File: config.mk
export PLATFORM = sky130hd
export DESIGN_NAME = multi_port_regfile
export DESIGN_NICKNAME = d
export VERILOG_FILES = /design/src/rtl/multi_port_regfile.sv
export SDC_FILE = /design/constraint.sdc
export NUM_CORES = 2
export LEC_CHECK = 0
export CORE_ASPECT_RATIO = 0.75
export CORE_MARGIN = 4
export CORE_UTILIZATION = 30
export CTS_CLUSTER_DIAMETER = 200
export DETAILED_ROUTE_END_ITERATION = 6
export GPL_TIMING_DRIVEN = 0
export PLACE_DENSITY_LB_ADDON = 0.3
export SETUP_SLACK_MARGIN = 0.5
export SLEW_MARGIN = 10
export SYNTH_ARGS = -nofsm -noshare
export SYNTH_HDL_FRONTEND = slang
export SYNTH_SLANG_ARGS = --single-unit
File: constraint.sdc
create_clock -name iClk -period 8.1 [get_ports iClk]
set_clock_uncertainty 0.15 [all_clocks]
set_input_delay 1.62 -clock iClk [delete_from_list [all_inputs] [get_ports iClk]]
set_output_delay 1.62 -clock iClk [all_outputs]
set_load 0.01 [all_outputs]
File: src/rtl/multi_port_regfile.sv
// ============================================================================
// multi_port_regfile
// ----------------------------------------------------------------------------
// Parametrised register file with NUM_RD read ports and NUM_WR write ports.
// Features:
//   - same-cycle write->read bypass (BYPASS=1)
//   - hard-wired zero entry at address 0 (ZERO_REG=1)
//   - optional registered read stage (RD_LATENCY=1)
//   - post-reset clear sequencer that zeroes every entry; oReady gates use
//
// Ports:
//   iClk       in   1                   clock, all logic on posedge
//   iRst_n     in   1                   synchronous active-low reset
//   iRdEn      in   NUM_RD              per-port read enable
//   iRdAddr    in   NUM_RD*ADDR_WIDTH   packed read addresses, port p at [p*AW +: AW]
//   oRdData    out  NUM_RD*DATA_WIDTH   packed read data, port p at [p*DW +: DW]
//   iWe        in   NUM_WR              per-port write enable
//   iWrAddr    in   NUM_WR*ADDR_WIDTH   packed write addresses
//   iWrData    in   NUM_WR*DATA_WIDTH   packed write data
//   oReady     out  1                   1 = clear complete, accesses honoured
//   oConflict  out  1                   pulse: previous cycle had >=2 writes to one address
// ============================================================================
module multi_port_regfile #(
    parameter int DATA_WIDTH = 32,
    parameter int ADDR_WIDTH = 5,
    parameter int NUM_RD     = 2,
    parameter int NUM_WR     = 2,
    parameter int ZERO_REG   = 1,
    parameter int BYPASS     = 1,
    parameter int RD_LATENCY = 0
) (
    input  logic                         iClk,
    input  logic                         iRst_n,
    input  logic [NUM_RD-1:0]            iRdEn,
    input  logic [NUM_RD*ADDR_WIDTH-1:0] iRdAddr,
    output logic [NUM_RD*DATA_WIDTH-1:0] oRdData,
    input  logic [NUM_WR-1:0]            iWe,
    input  logic [NUM_WR*ADDR_WIDTH-1:0] iWrAddr,
    input  logic [NUM_WR*DATA_WIDTH-1:0] iWrData,
    output logic                         oReady,
    output logic                         oConflict
);

    localparam int DEPTH = 2 ** ADDR_WIDTH;

    localparam logic [ADDR_WIDTH-1:0] ADDR_ZERO = {ADDR_WIDTH{1'b0}};
    localparam logic [ADDR_WIDTH-1:0] ADDR_LAST = {ADDR_WIDTH{1'b1}};
    localparam logic [ADDR_WIDTH-1:0] ADDR_ONE  = ADDR_WIDTH'(1);
    localparam logic [DATA_WIDTH-1:0] DATA_ZERO = {DATA_WIDTH{1'b0}};

    localparam bit ZERO_EN   = (ZERO_REG != 32'sd0);
    localparam bit BYPASS_EN = (BYPASS != 32'sd0);

    typedef enum logic [0:0] {
        ST_INIT = 1'b0,
        ST_RUN  = 1'b1
    } state_t;

    state_t                  state_r;
    logic [ADDR_WIDTH-1:0]   clr_cnt_r;
    logic                    ready_r;
    logic                    conflict_r;
    logic [DATA_WIDTH-1:0]   ram_r [DEPTH];

    logic [ADDR_WIDTH-1:0]   wr_addr_s [NUM_WR];
    logic [DATA_WIDTH-1:0]   wr_data_s [NUM_WR];
    logic [NUM_WR-1:0]       wr_act_s;
    logic [ADDR_WIDTH-1:0]   rd_addr_s [NUM_RD];
    logic [DATA_WIDTH-1:0]   rd_val_s  [NUM_RD];
    logic                    conflict_s;

    // Unpack the flat port vectors and qualify each write with run state and the zero entry.
    always_comb begin
        for (int w = 0; w < NUM_WR; w++) begin
            wr_addr_s[w] = iWrAddr[w*ADDR_WIDTH +: ADDR_WIDTH];
            wr_data_s[w] = iWrData[w*DATA_WIDTH +: DATA_WIDTH];
            // A write to the hard-wired zero entry is dropped entirely, so it
            // neither updates memory, bypasses, nor counts toward a conflict.
            wr_act_s[w]  = iWe[w] && (state_r == ST_RUN) &&
                           !(ZERO_EN && (wr_addr_s[w] == ADDR_ZERO));
        end
        for (int p = 0; p < NUM_RD; p++) begin
            rd_addr_s[p] = iRdAddr[p*ADDR_WIDTH +: ADDR_WIDTH];
        end
    end

    // Flag any pair of effective writes that target the same address this cycle.
    always_comb begin
        conflict_s = 1'b0;
        for (int i = 0; i < NUM_WR; i++) begin
            for (int j = i + 1; j < NUM_WR; j++) begin
                conflict_s = conflict_s |
                             (wr_act_s[i] && wr_act_s[j] && (wr_addr_s[i] == wr_addr_s[j]));
            end
        end
    end

    // Per-port read value: stored word, overridden by bypass, overridden by the zero entry.
    always_comb begin
        for (int p = 0; p < NUM_RD; p++) begin
            rd_val_s[p] = ram_r[rd_addr_s[p]];
            // Ascending scan so the highest-index matching writer is the last to land.
            for (int w = 0; w < NUM_WR; w++) begin
                rd_val_s[p] = (BYPASS_EN && wr_act_s[w] && (wr_addr_s[w] == rd_addr_s[p])) ?
                              wr_data_s[w] : rd_val_s[p];
            end
            rd_val_s[p] = (ZERO_EN && (rd_addr_s[p] == ADDR_ZERO)) ? DATA_ZERO : rd_val_s[p];
        end
    end

    // Clear sequencer: walks every entry once after reset, then enables accesses.
    always_ff @(posedge iClk) begin
        if (!iRst_n) begin
            state_r    <= ST_INIT;
            clr_cnt_r  <= ADDR_ZERO;
            ready_r    <= 1'b0;
            conflict_r <= 1'b0;
        end else begin
            case (state_r)
                ST_INIT: begin
                    clr_cnt_r  <= clr_cnt_r + ADDR_ONE;
                    conflict_r <= 1'b0;
                    if (clr_cnt_r == ADDR_LAST) begin
                        state_r <= ST_RUN;
                        ready_r <= 1'b1;
                    end else begin
                        state_r <= ST_INIT;
                        ready_r <= 1'b0;
                    end
                end
                ST_RUN: begin
                    state_r    <= ST_RUN;
                    ready_r    <= 1'b1;
                    conflict_r <= conflict_s;
                end
                default: begin
                    state_r    <= ST_INIT;
                    clr_cnt_r  <= ADDR_ZERO;
                    ready_r    <= 1'b0;
                    conflict_r <= 1'b0;
                end
            endcase
        end
    end

    // Storage array: cleared one entry per cycle during INIT, written by the ports during RUN.
    always_ff @(posedge iClk) begin
        if (!iRst_n) begin
            // Contents are left alone during reset; the clear sequence follows.
        end else if (state_r == ST_INIT) begin
            ram_r[clr_cnt_r] <= DATA_ZERO;
        end else begin
            // Later (higher-index) ports overwrite earlier ones on an address clash.
            for (int w = 0; w < NUM_WR; w++) begin
                if (wr_act_s[w]) begin
                    ram_r[wr_addr_s[w]] <= wr_data_s[w];
                end
            end
        end
    end

    assign oReady    = ready_r;
    assign oConflict = conflict_r;

    generate
        if (RD_LATENCY == 0) begin : g_rd_comb
            // Combinational read: zero when disabled or while the clear is running.
            always_comb begin
                for (int p = 0; p < NUM_RD; p++) begin
                    if ((state_r == ST_RUN) && iRdEn[p]) begin
                        oRdData[p*DATA_WIDTH +: DATA_WIDTH] = rd_val_s[p];
                    end else begin
                        oRdData[p*DATA_WIDTH +: DATA_WIDTH] = DATA_ZERO;
                    end
                end
            end
        end else begin : g_rd_reg
            logic [DATA_WIDTH-1:0] rd_data_r [NUM_RD];

            // Registered read stage: captures on enable, holds otherwise, zero during clear.
            always_ff @(posedge iClk) begin
                if (!iRst_n) begin
                    for (int p = 0; p < NUM_RD; p++) begin
                        rd_data_r[p] <= DATA_ZERO;
                    end
                end else if (state_r == ST_INIT) begin
                    for (int p = 0; p < NUM_RD; p++) begin
                        rd_data_r[p] <= DATA_ZERO;
                    end
                end else begin
                    for (int p = 0; p < NUM_RD; p++) begin
                        if (iRdEn[p]) begin
                            rd_data_r[p] <= rd_val_s[p];
                        end
                    end
                end
            end

            // Pack the read registers onto the flat output bus.
            always_comb begin
                for (int p = 0; p < NUM_RD; p++) begin
                    oRdData[p*DATA_WIDTH +: DATA_WIDTH] = rd_data_r[p];
                end
            end
        end
    endgenerate

endmodule
Yosys cells after proc, flatten, opt, wreduce, memory -nomap -nowiden
Memory sizes are Yosys's and may differ from the RTL's.
Cells that the tools add are included.
{"block": "classes", "addsub": 1, "eq_ne": 6, "mux": 25, "bitwise": 1, "reduce_logical": 19}
{"operator": "$mux 32", "count": 9}
{"operator": "$reduce_or 32->1", "count": 1}
{"operator": "$eq 5x5->1", "count": 5}
{"operator": "$logic_not 5->1", "count": 4}
{"operator": "$mux 1", "count": 13}
{"operator": "$logic_and 1x1->1", "count": 12}
{"operator": "$add 5x1->5 const B", "count": 1}
{"operator": "$eq 5x5->1 const B", "count": 1}
{"operator": "$mux 5", "count": 1}
{"operator": "$pmux 1 s2", "count": 2}
{"operator": "$logic_not 1->1", "count": 2}
{"operator": "$not 1->1", "count": 1}
{"block": "totals", "ff_bits": 7, "mem_bits_rw": 1024, "input_bits": 90, "output_inout_bits": 66, "mem_count": 1}
{"name": "ram_r", "words": 32, "word_bits": 32, "read_ports": 2, "rd_clocked_by_memory_dff": 0, "wr": 2, "line_no": "63", "rtl": "logic [DATA_WIDTH-1:0] ram_r [DEPTH];"}

Logic depth before layout (Yosys ltp)
{"block": "depth", "depth_word": 9, "ltp_mapped": 11, "ltp_nobuf": 6}

Worst setup path after synthesis
OpenSTA, ideal clock, no wires.
{"block": "synth_path", "path_type": "input -> output", "from": "input iRdAddr[0]", "to": "output oRdData[11]", "t_arrival_ns": 3.756, "t_required_ns": 6.330, "setup_slack_ns": 2.574, "stages": 6, "n_path_buf": 2, "path_cell_list": "buf_2 buf_1 mux4_2 mux4_2 nor2b_1 a211o_1"}
{"block": "synth_via", "elab_chain_cells": 6, "elab_cells_between_ends": 10, "cone_classes": "eq/ne: 2; mux: 4; reduce/logical: 3; memory: 1"}
{"element": "from (decl)", "line_no": "35", "rtl": "input logic [NUM_RD*ADDR_WIDTH-1:0] iRdAddr,"}
{"element": "branches (longest 4 deep; another with $mem_v2 32x32)"}
{"element": "$mux 32 (*)", "line_no": "107", "rtl": "rd_val_s[p] = (ZERO_EN && (rd_addr_s[p] == ADDR_ZERO)) ? DATA_ZERO : rd_val_s[p];"}
{"element": "$mux 32 (*)", "line_no": "170", "rtl": "if ((state_r == ST_RUN) && iRdEn[p]) begin"}
{"element": "to (decl)", "line_no": "36", "rtl": "output logic [NUM_RD*DATA_WIDTH-1:0] oRdData,"}
Every way passes the cells marked *.

Worst setup path after layout
{"block": "layout_path", "from": "input iRdAddr[9]", "to": "output oRdData[52]"}
The elaborated chain is that of the path after synthesis.

==> results.json <==
{
  "hold_class": "flip-flop to flip-flop",
  "post-route-period-util_pct": 96.0,
  "wl_per_cell_um": 36.1,
  "nNetsFinal": 5591,
  "avgSynthCellArea_um2": 11.5,
  "hpwl_mm": 238,
  "area_growth_pct": 15.6,
  "syn_inst": 5238,
  "setup_viol": 0,
  "nFillCells": 20000,
  "seqCellArea_um2": 30900,
  "finalHoldViolCount": 0,
  "fmax_mhz": 129,
  "pwr-share-clk_pct": 42.2,
  "ant_nets": 0,
  "overflow": 0,
  "slew_headroom_pct": -0.0228,
  "core_area_um2": 200000,
  "finalPower_mw": 12.2,
  "initial_utilization_pct": 30.2,
  "numCtsBuffers": 105,
  "grt_pass1_wl_mm": 396,
  "ff2ff_setup_slack_ps": 2680,
  "ys_warn_count": 0,
  "multi_input_area_um2": 27200,
  "viasPerCell": 6.33,
  "crit_required_ps": 6330,
  "die_w_um": 526,
  "status": "finished, violations left",
  "synth_flop_cell": "edfxtp_1",
  "hold_ws_ps": 459,
  "die_area_um2": 209000,
  "die_h_um": 397,
  "maxCapViolCount": 1,
  "root_buffer": "clkbuf_16",
  "finalCriticalPeriod_ps": 7780,
  "worstPathArrival_ps": 6010,
  "start_kind": "input pin",
  "num_rows": 142,
  "port_buffers": 107,
  "top_level_ports": 156,
  "p_per_area_nw_per_um2": 174,
  "cts_tree": "yes",
  "drtIter0Drc": 9882,
  "critPathCaptureType": "primary output",
  "synth_edf_count": 1024,
  "setup_ws_ps": 321,
  "power.internal_mw": 9.02,
  "violations": "DRC, capacitance limit, slew limit",
  "pwr-share-comb_pct": 9.9,
  "design_area_um2": 69900,
  "num_vias": 52200,
  "drc_errors": 1,
  "drive_gt1_share_pct": 15.3,
  "post-synth-top-area-fraction_pct": 50.9,
  "synth_seq_area_share_pct": 51.1,
  "post_dp_cell_area_um2": 66400,
  "critPathMaxFanout": 10,
  "worst_pin_slew_ps": 1500,
  "async_flop_share_pct": 0,
  "yosysUniqueCellTypes": 57,
  "synthesis.area_um2": 60500,
  "swShare_pct": 25.9,
  "clk_pin_slew_ps": 60,
  "routed_wl_mm": 298,
  "rsz0062_at_grt": "false",
  "ir_worst_vdd_mv": 0.179,
  "netSwitchingPower_mw": 3.16,
  "synth.net_count": 5330,
  "first_pass_iters": 7,
  "seq_power_share_pct": 47.9,
  "grt_antenna_before_repair": 17,
  "slew_violations": 10,
  "cts_sinks": 1031,
  "cts_hold_buf": 0,
  "clock_latency_ps": 730,
  "dp_slack_ps": -321,
  "gp_congestion": 1.03,
  "clockBufferDepth": 3,
  "grt_max_degree": 22,
  "grt_pass1_vias": 48000,
  "crit_type": "input pin to primary output",
  "grt_usage_pct": 27.4,
  "yosysTopAreaCell": "edfxtp_1",
  "leakage_nw": 21.3,
  "synth-seq-cells": 1031,
  "synthTopCellsByArea": "edfxtp_1 51%, mux4_2 17%, o21ai_0 8.5%",
  "htree_levels": 3
}
-- timing repair --
item / CTS / global route
buffers inserted: 0 / 3
resized for setup: 21 / 27
pin swaps: 0 / 3
setup endpoints to repair: 62 / 20
-- cells in the final DEF (no fill, tap or decap), types with 7 or more instances in the layout --
master,synthesis,routed
clkinv_1,0,21
nand2b_1,13,13
nor2b_1,76,76
a21oi_1,42,42
buf_1,18,12
inv_1,55,55
buf_12,0,15
nand2_1,1067,1066
edfxtp_1,1024,1024
a32oi_1,20,19
nor2_1,47,43
o22ai_1,108,77
clkdlybuf4s50_1,0,107
and3_1,23,23
a211o_1,41,41
bufinv_16,0,12
o22ai_4,0,31
dfxtp_1,7,7
a21o_1,36,36
buf_16,0,26
o21ai_0,1025,1025
buf_6,7,10
clkbuf_16,0,107
o221ai_1,87,87
o22a_1,18,18
mux4_2,445,445
buf_4,14,19
clkbuf_1,515,498
nand3_1,58,58
xnor2_1,22,22
and2_1,18,18
mux2i_1,262,262
a22o_1,40,40
clkinv_2,0,19
buf_2,84,87
clkbuf_2,14,53
-- cell type report --
class	instances	share of cell area, %
diodes	5	0.0179
plain buffers	652	3.94
clock buffers	133	4.00
clock inverters	59	0.852
inverters	56	0.303
multi-input cells	3499	38.9
flip-flops and latches	1031	44.2
well taps	2664	4.77
repair buffers	154	3.07
-- critical path: stages --
cell             delay [ps]
clkdlybuf4s50_1         790
clkbuf_2                530
clkbuf_1                650
buf_2                   630
o221ai_1                330
a32oi_1                 410
o22a_1                  190
nand2_1                 230
clkdlybuf4s50_1         580
-- cells in the mapped netlist, types with 5 or more instances --
master	count
a211o_1	41
a21o_1	36
a21oi_1	42
a22o_1	40
a22oi_1	5
a32oi_1	20
and2_1	18
and3_1	23
buf_1	18
buf_2	84
buf_4	14
buf_6	7
clkbuf_1	515
clkbuf_2	14
dfxtp_1	7
edfxtp_1	1024
inv_1	55
mux2i_1	262
mux4_2	445
nand2_1	1067
nand2b_1	13
nand3_1	58
nor2_1	47
nor2b_1	76
o21ai_0	1025
o221ai_1	87
o22a_1	18
o22ai_1	108
xnor2_1	22
xor2_1	6
-- logic make-up (layout without fill, tap and decap cells) --
| kind of cell | count (synthesis) | in the layout | share of synthesized area [%] |
|---|---|---|---|
| DFF | 1031 | 1031 | 51.1 |
| AOI/OAI and AO/OA | 1435 | 1435 | 13.7 |
| and+or+nand+nor | 1326 | 1326 | 9.06 |
| other | 0 | 5 | 0 |
| buffers and inverters | 708 | 1054 | 4.77 |
| muxes | 708 | 708 | 20.9 |
| adders and majority gates | 2 | 2 | 0.0414 |
| xor gates and xnor gates | 28 | 28 | 0.406 |
-- flip-flops by register name (all words and copies together), names as in the netlist --
name	count
ram_r	1024
clr_cnt_r	5
oConflict	1
oReady	1
-- metal layers --
layer / routed length, um / up-vias / track usage [%] / share of wire (%)
met4: 16100 / 8 / 12.3 / 5.4
met2: 117000 / 4686 / 36.9 / 39
li1: - / 20400 / - / -
met5: 54 / - / 0 / 0.018
met3: 48200 / 680 / 10.5 / 16
met1: 117000 / 26500 / 38.7 / 39
-- power by group through the flow --
stage | registers, mW | logic, mW | clock network [mW]
2_1_floorplan | 5.94 | 0.623 | 0
3_3_place_gp | 5.95 | 1.10 | 0
3_5_place_dp | 5.95 | 1.14 | 0
4_1_cts | 5.83 | 1.14 | 5.10
5_1_grt | 5.83 | 1.19 | 5.33
6_report | 5.83 | 1.20 | 5.15
-- metrics by stage --
stage / util, % / TNS (ps) / cells
2_1_floorplan: - / 0 / 5238
3_3_place_gp: 32.4 / -45620 / 8009
3_5_place_dp: 33.2 / -2750 / 8052
4_1_cts: 34.9 / 0 / 8244
5_1_grt: 34.9 / 0 / 8249
6_report: 34.9 / 0 / 8253
-- worst paths after layout --
path / end / depth (start not counted) / startpoint
worst max register to register: ram_r[31][29] / 7 / oReady
worst min-delay path: clr_cnt_r[4] / 2 / clr_cnt_r[4]
worst max-delay path: oRdData[52] / 9 / iRdAddr[9]
worst min register to register: clr_cnt_r[4] / 2 / clr_cnt_r[4]
Note: power is estimated with default switching activity, not from simulation.
